--- src/rtl/axi_llc_r_resp_buf.sv ---
// Credit-controlled response buffer between the LLC data-way output mux and the AXI R channel.
// Way responses are stored in a circular FIFO and replayed in order as R beats; credits track reserved slots.
module axi_llc_r_resp_buf #(
    parameter int unsigned DataWidth = 64,
    parameter int unsigned IdWidth   = 6,
    parameter int unsigned Depth     = 4
) (
    input  logic                         clk_i,
    input  logic                         rst_ni,
    input  logic                         req_grant_i,
    output logic                         can_issue_o,
    input  logic                         way_valid_i,
    output logic                         way_ready_o,
    input  logic [DataWidth-1:0]         way_data_i,
    input  logic [IdWidth-1:0]           way_id_i,
    input  logic                         way_last_i,
    output logic                         r_valid_o,
    input  logic                         r_ready_i,
    output logic [DataWidth-1:0]         r_data_o,
    output logic [IdWidth-1:0]           r_id_o,
    output logic                         r_last_o,
    output logic [1:0]                   r_resp_o,
    output logic [$clog2(Depth+1)-1:0]   usage_o
);

    localparam int unsigned CntW = $clog2(Depth + 1);
    localparam int unsigned PtrW = (Depth > 1) ? $clog2(Depth) : 1;
    localparam logic [CntW-1:0] DepthCnt = CntW'(Depth);
    localparam logic [PtrW-1:0] LastPtr  = PtrW'(Depth - 1);

    typedef struct packed {
        logic [DataWidth-1:0] data;
        logic [IdWidth-1:0]   id;
        logic                 last;
    } entry_t;

    entry_t          mem_q [Depth];
    logic [PtrW-1:0] wr_ptr_q, wr_ptr_d;
    logic [PtrW-1:0] rd_ptr_q, rd_ptr_d;
    logic [CntW-1:0] usage_q, usage_d;
    logic [CntW-1:0] reserved_q, reserved_d;
    logic            push;
    logic            pop;

    // All handshake-side outputs depend on registers only, never on r_ready_i.
    assign way_ready_o = (usage_q < DepthCnt);
    assign can_issue_o = (reserved_q < DepthCnt);
    assign r_valid_o   = (usage_q != '0);
    assign usage_o     = usage_q;
    assign r_resp_o    = 2'b00;

    assign push = way_valid_i & way_ready_o;
    assign pop  = r_valid_o & r_ready_i;

    // Head fields are forced to zero while empty so stale storage never leaks onto R.
    always_comb begin
        r_data_o = '0;
        r_id_o   = '0;
        r_last_o = 1'b0;
        if (r_valid_o) begin
            r_data_o = mem_q[rd_ptr_q].data;
            r_id_o   = mem_q[rd_ptr_q].id;
            r_last_o = mem_q[rd_ptr_q].last;
        end
    end

    always_comb begin
        wr_ptr_d   = wr_ptr_q;
        rd_ptr_d   = rd_ptr_q;
        usage_d    = usage_q;
        reserved_d = reserved_q;

        if (push) begin
            wr_ptr_d = (wr_ptr_q == LastPtr) ? '0 : wr_ptr_q + PtrW'(1);
        end
        if (pop) begin
            rd_ptr_d = (rd_ptr_q == LastPtr) ? '0 : rd_ptr_q + PtrW'(1);
        end

        case ({push, pop})
            2'b10:   usage_d = usage_q + CntW'(1);
            2'b01:   usage_d = usage_q - CntW'(1);
            default: usage_d = usage_q;
        endcase

        case ({req_grant_i, pop})
            2'b10:   reserved_d = reserved_q + CntW'(1);
            2'b01:   reserved_d = reserved_q - CntW'(1);
            default: reserved_d = reserved_q;
        endcase
    end

    always_ff @(posedge clk_i or negedge rst_ni) begin
        if (!rst_ni) begin
            wr_ptr_q   <= '0;
            rd_ptr_q   <= '0;
            usage_q    <= '0;
            reserved_q <= '0;
        end else begin
            wr_ptr_q   <= wr_ptr_d;
            rd_ptr_q   <= rd_ptr_d;
            usage_q    <= usage_d;
            reserved_q <= reserved_d;
        end
    end

    // Storage carries no reset; validity is tracked purely by usage_q.
    always_ff @(posedge clk_i) begin
        if (push) begin
            mem_q[wr_ptr_q] <= '{data: way_data_i, id: way_id_i, last: way_last_i};
        end
    end

`ifndef SYNTHESIS
    // A grant coinciding with an R handshake leaves the credit count unchanged, so it cannot overflow.
    a_grant_legal: assert property (@(posedge clk_i) disable iff (!rst_ni)
        req_grant_i |-> (can_issue_o || pop));
    a_no_way_backpressure: assert property (@(posedge clk_i) disable iff (!rst_ni)
        way_valid_i |-> way_ready_o);
    a_resp_reserved: assert property (@(posedge clk_i) disable iff (!rst_ni)
        way_valid_i |-> (usage_q < reserved_q));
    a_count_order: assert property (@(posedge clk_i) disable iff (!rst_ni)
        (usage_q <= reserved_q) && (reserved_q <= DepthCnt));
    a_r_stable: assert property (@(posedge clk_i) disable iff (!rst_ni)
        (r_valid_o && !r_ready_i) |=> (r_valid_o && $stable({r_data_o, r_id_o, r_last_o})));
`endif

endmodule

--- config.mk ---
export PLATFORM = sky130hd
export DESIGN_NAME = axi_llc_r_resp_buf
export DESIGN_NICKNAME = d
export VERILOG_FILES = /design/src/rtl/axi_llc_r_resp_buf.sv
export SDC_FILE = /design/constraint.sdc
export NUM_CORES = 1
export LEC_CHECK = 0
export CORE_MARGIN = 1
export CORE_UTILIZATION = 50
export CTS_CLUSTER_DIAMETER = 200
export DETAILED_ROUTE_END_ITERATION = 7
export GPL_ROUTABILITY_DRIVEN = 0
export PLACE_DENSITY = 0.75
export SYNTH_ARGS = -nofsm -noshare
export SYNTH_HDL_FRONTEND = slang
export SYNTH_SLANG_ARGS = --single-unit
--- constraint.sdc ---
create_clock -name clk_i -period 3.6 [get_ports clk_i]
set_input_delay 0.72 -clock clk_i [delete_from_list [all_inputs] [get_ports clk_i]]
set_output_delay 0.72 -clock clk_i [all_outputs]
set_load 0.1 [all_outputs]
Word level (Yosys, flattened, before mapping)
Memory sizes are Yosys's and may differ from the RTL's. Cells that the tools add are included. Widths: inputs -> output; s select.

Register bits: 10. Bits in writable memories: 284. Bits of input ports: 76. Output and inout port bits: 79. Logic and storage cells: 33. Memories kept: 1.

Memory list: mem_q (words 4, width 71, read ports 1, clocked after memory_dff 0, write ports 1, RTL line 37) `entry_t mem_q [Depth];`.

Add/sub/neg operators: 6. Magnitude comparators: 2. Equality and inequality tests: 6. Multiplexer cells: 9. Bitwise logic cells: 2. Reductions and logical operators: 3.

Operator list (number): $mux 64 (1); $pmux 3 s2 (2); $eq 2x2->1 const B (4); $add 3x1->3 const B (2); $lt 3x3->1 const B (2); $mux 6 (1); $sub 3x1->3 const B (2); $add 2x1->2 const B (2); $eq 2x1->1 const B (2); $mux 2 (2); $reduce_bool 2->1 (2); $mux 1 (3); $reduce_bool 3->1 (1); $and 1x1->1 (2).

Logic depth before layout (Yosys ltp)
Gate-level depths: netlist of the first run.

Word-level depth: 4. Gate-level depth with buffers: 9. Mapped depth without buffers: 8.

Worst setup path before layout of the first run
OpenSTA, ideal clock, no wires.

Path type: register to output. From: register usage_q[0] (netlist: usage_o[0]). To: output r_data_o[54]. Data arrival time: 2974 ps. Data required time: 2880 ps. Path slack: -94 ps. Stages on the path, launching flop included: 5. Path buffers: 2. Path through: dfrtp_1 -> or3_1 -> buf_6 -> dlymetal6s2s_1 -> and2_1.

Cells in the longest elaborated chain, start to end: 2.

Ends and longest elaborated chain: from (decl) (RTL line 40) `logic [CntW-1:0] usage_q, usage_d;`; from (signal assigned) (RTL line 102) `usage_q <= usage_d;`; $reduce_bool 3->1 (RTL line 48) `assign r_valid_o = (usage_q != '0);`; via r_valid_o (RTL line 17) `output logic r_valid_o,`; $mux 64 (RTL line 60) `if (r_valid_o) begin`; to (decl) (RTL line 19) `output logic [DataWidth-1:0] r_data_o,`.

The timed path passes the listed nets, and every way through them passes these cells.

Worst setup path after layout of the first run
From: register rd_ptr_q[1]. To: output r_data_o[14].

Cells in the longest elaborated chain, start to end: 2.

Ends and longest elaborated chain: from (decl) (RTL line 39) `logic [PtrW-1:0] rd_ptr_q, rd_ptr_d;`; from (signal assigned) (RTL line 101) `rd_ptr_q <= rd_ptr_d;`; $mem_v2 4x71; $mux 64 (RTL line 60).

No other way between the ends.

==> results.json, run 1 <==
{
  "outcome": "finished, final reports clean",
  "clock_latency_ns": 0.53,
  "critical_path.max_fanout": 48,
  "timing.reg2reg.worst_path_depth": 8,
  "die_width_um": 153.0,
  "mappedNetlistArea_um2": 11410,
  "max_slew.worst_pin.slew_ns": 1.114,
  "vias_per_instance": 5.369,
  "die_h_um": 153.0,
  "worst_setup_path_end_kind": "output pin",
  "share_of_post_route_cells_with_drive_strength_above_1_pct": 30.14,
  "layout_commonest_cell": "sky130_fd_sc_hd__edfxtp_1",
  "ctsResizeCount": 0,
  "remaining_drc_errors": 0,
  "hpwlAfterDp_um": 12660,
  "cts.sink_count": 294,
  "min_period_ns": 3.277,
  "global_route.overflow_total": 0,
  "layout_common_cells": "284 x sky130_fd_sc_hd__edfxtp_1, 80 x sky130_fd_sc_hd__clkdlybuf4s50_1, 80 x sky130_fd_sc_hd__buf_4",
  "largest_net_degree_at_the_start_of_global_routing": 74,
  "worst_slew_margin_rel_pct": 25.72,
  "drt-initial-drc-count": 285,
  "synth.ff_latch_count": 294,
  "drv_cap": 0,
  "cp.arrival_ns": 2.56,
  "layout_worst_path_cycle_share_pct": 91.02,
  "cts_hold_buf": 0,
  "synthesis.instances": 510,
  "post_cts_buffers": 0,
  "max_freq_mhz": 305.2,
  "min_path_type": "reg -> reg",
  "detailed_route_via_count": 5272,
  "final_setup_tns_ns": 0,
  "fin_ws_ns": 0.3233,
  "grt_pass1_vias": 5695,
  "postRouteWirelength_um": 20300,
  "synth_warnings": 0,
  "fin_skew_ns": 0.02031,
  "design.die.area_um2": 23420,
  "wire_length_of_the_first_global_routing_pass_um": 31680,
  "clkTransAtPathRegs_ns": 0.06,
  "gr-usage-all-layers_pct": 17.77,
  "setup_repair_after_global_routing_missed_its_margin": "false",
  "grt_antenna_before_repair": 2,
  "synthToLayoutAreaGrowth_pct": 22.29,
  "num_io_pins": 155,
  "hold_viol_final": 0,
  "cts.path.max_buffers": 3,
  "final_report_max_slew_violation_count": 0,
  "num-nets-final": 765,
  "required_ns": 2.88,
  "finalSetupViolCount": 0,
  "first_pass_iters": 4,
  "cts_root_buf": "sky130_fd_sc_hd__clkbuf_16",
  "preCtsSetupSlack_ns": 0.7653,
  "portBuffers": 152,
  "cts_max_level": 1,
  "cts_made_buffers": 28,
  "netlist-cell-type-count": 24,
  "per_instance_average_area_after_synthesis_um2": 22.37,
  "floorplan.initialDensity_pct": 51.63,
  "fp.coreArea_um2": 22090,
  "ant_nets": 0,
  "crit_type": "reg -> out",
  "clock_tree_from_tritoncts": "built",
  "hold-path-cell-count": 1,
  "post_drt_wl_per_cell_um": 20.68,
  "synth-seq-area-share_pct": 76.96,
  "num_rows": 54,
  "timing.critical_path.from_type": "flip-flop"
}
-- sequential cells by signal, indices dropped and copies added (netlist names) --
signal,count
mem_q,284
reserved_q,3
usage_o,3
rd_ptr_q,2
wr_ptr_q,2
-- final timing paths --
| path | start | end | slack, ns |
|---|---|---|---|
| max in group asynchronous | rst_ni | rd_ptr_q[1] | 2.74 |
| min reg2reg | reserved_q[0] | reserved_q[0] | 0.49 |
| min in group asynchronous | rst_ni | usage_o[2] | 0.50 |
| max reg2reg | usage_o[0] | usage_o[2] | 0.84 |
| max | rd_ptr_q[1] | r_data_o[14] | 0.32 |
| min | reserved_q[0] | reserved_q[0] | 0.49 |
-- cells by family (layout without fill, tap and decap cells) --
| kind of cell | after synthesis | after routing | synth area share, % |
|---|---|---|---|
| AO/OA/AOI/OAI | 2 | 2 | 0.08775 |
| adder cells (fa/ha/maj) | 9 | 9 | 1.119 |
| AND/OR/NAND/NOR | 84 | 84 | 4.497 |
| other | 1 | 4 | 0.03287 |
| flip-flops | 294 | 294 | 76.96 |
| multiplexers | 75 | 75 | 14.46 |
| XOR/XNOR | 6 | 6 | 0.4607 |
| buffers and inverters | 39 | 228 | 2.391 |
-- through the flow --
stage	area [µm²]	hold slack, ns	utilization [%]	std cells
2_1_floorplan	11420	0.4244	-	511
4_1_cts	13940	0.4952	63.12	980
5_1_grt	13950	0.4993	63.13	981
6_report	13950	0.4937	63.14	982
3_3_place_gp	13090	0.4603	59.23	930
3_5_place_dp	13090	0.4854	59.23	930
-- metal layers --
| layer | part of all wire (%) | vias to the layer above | GRT usage, % |
|---|---|---|---|
| li1 | - | 2373 | - |
| met1 | 41 | 2709 | 23.22 |
| met2 | 51 | 152 | 30.27 |
| met3 | 4.8 | 38 | 2.977 |
| met4 | 2.9 | 0 | 6.445 |
| met5 | 0 | - | 0 |
-- final cells by class --
type                       instances  area (µm²)
timing repair buffer             166        1521
multi-input combinational        178        2382
fill                            1488        8144
inverter                          12       45.04
sequential                       294        8786
antenna                            2       5.005
tap                              280       350.3
clock buffer                      38       738.2
clock inverter                    12       121.4
-- worst max-delay path, stage by stage, from the launching register on --
cell and delay [ns]:
sky130_fd_sc_hd__dfrtp_4 0.89, sky130_fd_sc_hd__buf_4 0.36, sky130_fd_sc_hd__mux4_2 0.34, sky130_fd_sc_hd__and2_1 0.17
sky130_fd_sc_hd__buf_4 0.23
-- synthesized netlist by cell type --
cell type | count | area, µm²
sky130_fd_sc_hd__nand2_1 | 2 | 7.510
sky130_fd_sc_hd__or3_1 | 1 | 6.260
sky130_fd_sc_hd__xnor2_1 | 4 | 35.03
sky130_fd_sc_hd__fa_1 | 2 | 40.04
sky130_fd_sc_hd__conb_1 | 1 | 3.750
sky130_fd_sc_hd__and2_4 | 1 | 8.760
sky130_fd_sc_hd__xor2_1 | 2 | 17.52
sky130_fd_sc_hd__dfrtp_1 | 10 | 250.2
sky130_fd_sc_hd__nor2_1 | 4 | 15.01
sky130_fd_sc_hd__mux2_4 | 2 | 30.03
sky130_fd_sc_hd__and2_1 | 75 | 469.2
sky130_fd_sc_hd__mux2i_1 | 2 | 20.02
sky130_fd_sc_hd__buf_4 | 2 | 15.01
sky130_fd_sc_hd__buf_6 | 9 | 101.4
sky130_fd_sc_hd__clkbuf_1 | 2 | 7.510
sky130_fd_sc_hd__inv_1 | 12 | 45.04
sky130_fd_sc_hd__buf_2 | 7 | 35.03
sky130_fd_sc_hd__o21ai_0 | 2 | 10.01
sky130_fd_sc_hd__dlymetal6s2s_1 | 2 | 25.02
sky130_fd_sc_hd__mux4_2 | 71 | 1599
sky130_fd_sc_hd__edfxtp_1 | 284 | 8528
sky130_fd_sc_hd__ha_1 | 7 | 87.58
sky130_fd_sc_hd__nor2b_1 | 1 | 6.260
sky130_fd_sc_hd__dlygate4sd1_1 | 5 | 43.79
Power of run 1 is not shown: default switching activity piles up to over one toggle a cycle in this logic, so the estimate is an artifact.
==> run 2, diff against run 1 <==
--- a/config.mk
+++ b/config.mk
@@ -7,9 +7,9 @@
 export LEC_CHECK = 0
 export CORE_MARGIN = 1
-export CORE_UTILIZATION = 50
+export CORE_UTILIZATION = 30
 export CTS_CLUSTER_DIAMETER = 200
 export DETAILED_ROUTE_END_ITERATION = 7
 export GPL_ROUTABILITY_DRIVEN = 0
-export PLACE_DENSITY = 0.75
+export PLACE_DENSITY = 0.5
 export SYNTH_ARGS = -nofsm -noshare
 export SYNTH_HDL_FRONTEND = slang
==> constraint.sdc (replaced) <==
create_clock -name clk_i -period 3.6 [get_ports clk_i]
set_input_delay 0.72 -clock clk_i [delete_from_list [all_inputs] [get_ports clk_i]]
set_output_delay 0.72 -clock clk_i [all_outputs]
set_load 0.01 [all_outputs]
==> results.json, run 2 (synthesized netlist as in run 1, its figures left out) <==
{
  "drt-initial-drc-count": 289,
  "num_rows": 71,
  "placed_cells_incl_taps": 1162,
  "cts_hold_buf": 0,
  "wire_length_of_the_first_global_routing_pass_um": 36340,
  "outcome": "finished, final reports clean",
  "critPathLaunch": "rd_ptr_q[1]",
  "synthToLayoutAreaGrowth_pct": 29.27,
  "die_h_um": 197.0,
  "setup_repair_after_global_routing_missed_its_margin": "false",
  "cts_max_level": 2,
  "global_route.overflow_total": 0,
  "layout_commonest_cell": "sky130_fd_sc_hd__edfxtp_1",
  "crit_path_cell_trace": "buf_4 > mux4_2 > and2_1 > clkdlybuf4s50_1",
  "clock_latency_ns": 0.51,
  "ant_nets": 0,
  "fp.coreArea_um2": 37580,
  "layout_common_cells": "284 x sky130_fd_sc_hd__edfxtp_1, 152 x sky130_fd_sc_hd__clkdlybuf4s50_1, 71 x sky130_fd_sc_hd__mux4_2, 71 x sky130_fd_sc_hd__and2_1, 35 x sky130_fd_sc_hd__clkbuf_16",
  "registers.top_by_ff_count": "mem_q",
  "cts_made_buffers": 34,
  "detailed_route_via_count": 5398,
  "num-nets-final": 772,
  "crit_type": "reg -> out",
  "cts.path.max_buffers": 3,
  "grt_antenna_before_repair": 2,
  "timing.critical_path.slowest_cell_delay_ns": 0.91,
  "share_of_post_route_cells_with_drive_strength_above_1_pct": 20.53,
  "worst_setup_path_end_kind": "output pin",
  "cts_root_buf": "sky130_fd_sc_hd__clkbuf_16",
  "clkTransAtPathRegs_ns": 0.05,
  "fill_cells": 3375,
  "final_setup_tns_ns": 0,
  "grt_pass1_vias": 6009,
  "post_cts_buffers": 0,
  "r2r_start": "usage_o[1]",
  "ctsResizeCount": 0,
  "die_width_um": 197.0,
  "postRouteWirelength_um": 23950,
  "cts.sink_count": 294,
  "vias_per_instance": 4.417,
  "timing.critical_path.from_type": "flip-flop",
  "antennaDiodeCount": 0,
  "finalSetupViolCount": 0,
  "first_pass_iters": 4,
  "power_density_nw_per_um2": 830.8,
  "required_ns": 2.88,
  "remaining_drc_errors": 0,
  "worst_slew_margin_rel_pct": 50.52,
  "cp.arrival_ns": 2.73,
  "design.die.area_um2": 38810,
  "critical_path_slowest_stage_cell": "sky130_fd_sc_hd__dfrtp_4",
  "worstHoldStart": "reserved_q[0]",
  "max_freq_mhz": 289.5,
  "hpwlAfterDp_um": 14360,
  "layout_worst_path_cycle_share_pct": 95.94,
  "hold_ws_ns": 0.4898,
  "clock_tree_from_tritoncts": "built",
  "post_drt_wl_per_cell_um": 19.60,
  "min_period_ns": 3.454,
  "largest_register_ffs": 284,
  "p_leak_nw": 4.780,
  "portBuffers": 152,
  "finish.cell_count_without_fillers": 1222,
  "drv_cap": 0,
  "floorplan.initialDensity_pct": 30.36,
  "hold_viol_final": 0,
  "critical_path.max_fanout": 42,
  "fin_skew_ns": 0.01617,
  "largest_net_degree_at_the_start_of_global_routing": 72,
  "gr-usage-all-layers_pct": 12.62,
  "fin_util_pct": 39.24,
  "max_slew.worst_pin.slew_ns": 0.7423,
  "final_report_max_slew_violation_count": 0,
  "min_path_type": "reg -> reg",
  "num_io_pins": 155,
  "max-vdd-ir-drop_v": 0.0005565
}
[run 2: cell types whose count changed in the layout (fill, tap and decap cells not counted), sizes merged]
cell	delta
buf	-71
bufinv	+3
clkbuf	+1
clkdlybuf4s50	+72
clkinv	+2
clkinvlp	+1
diode	-2
inv	+3
[run 2: final timing paths]
kind	endpoint	slack, ns	cells after the start
setup reg to reg	usage_o[2]	1.08	8
min in group asynchronous	usage_o[1]	0.56	1
max in group asynchronous	rd_ptr_q[0]	2.66	1
hold / removal	reserved_q[0]	0.49	1
hold reg to reg	reserved_q[0]	0.49	1
setup / recovery	r_data_o[53]	0.15	4
[run 2: cell type report]
class                   instances  area (µm²)  area share [%]
repair buffers                167        1772           12.01
inverters                      12       45.04          0.3054
clock buffers                  39       890.9           6.041
multi-input cells             178        2371           16.08
clock inverters                21       242.7           1.646
well taps                     511       639.4           4.336
flip-flops and latches        294        8786           59.58
[run 2: critical path: cells and delay by family (launching register included)]
kind	cells	cell delay, ns
buffers and inverters	2	0.78
DFF	1	0.91
muxes	1	0.33
and+or+nand+nor	1	0.20
[run 2: power breakdown]
part / total, mW / leakage (nW) / internal [mW] / switching [mW]
Sequential: 4.59 / 2.70 / 4.29 / 0.298
Combinational: 4.19 / 1.53 / 2.44 / 1.76
Clock: 3.47 / 0.550 / 2.14 / 1.32
[run 2: routing by layer]
| metal | track usage [%] | part of all wire (%) |
|---|---|---|
| met1 | 16.37 | 44 |
| met2 | 21.04 | 49 |
| met3 | 2.841 | 4.6 |
| met4 | 3.905 | 2.1 |
| met5 | 0 | 0.054 |
[run 2: metrics by stage]
stage	power (mW)	area, µm²	setup slack [ns]
floorplan	6.947	11410	0.4144
global placement	8.926	13610	0.6192
detailed placement	8.981	13610	0.6071
CTS	12.50	14750	0.06360
global route	12.89	14750	0.01436
finish	12.25	14750	0.1460
Power figures use the tool's default switching activity.
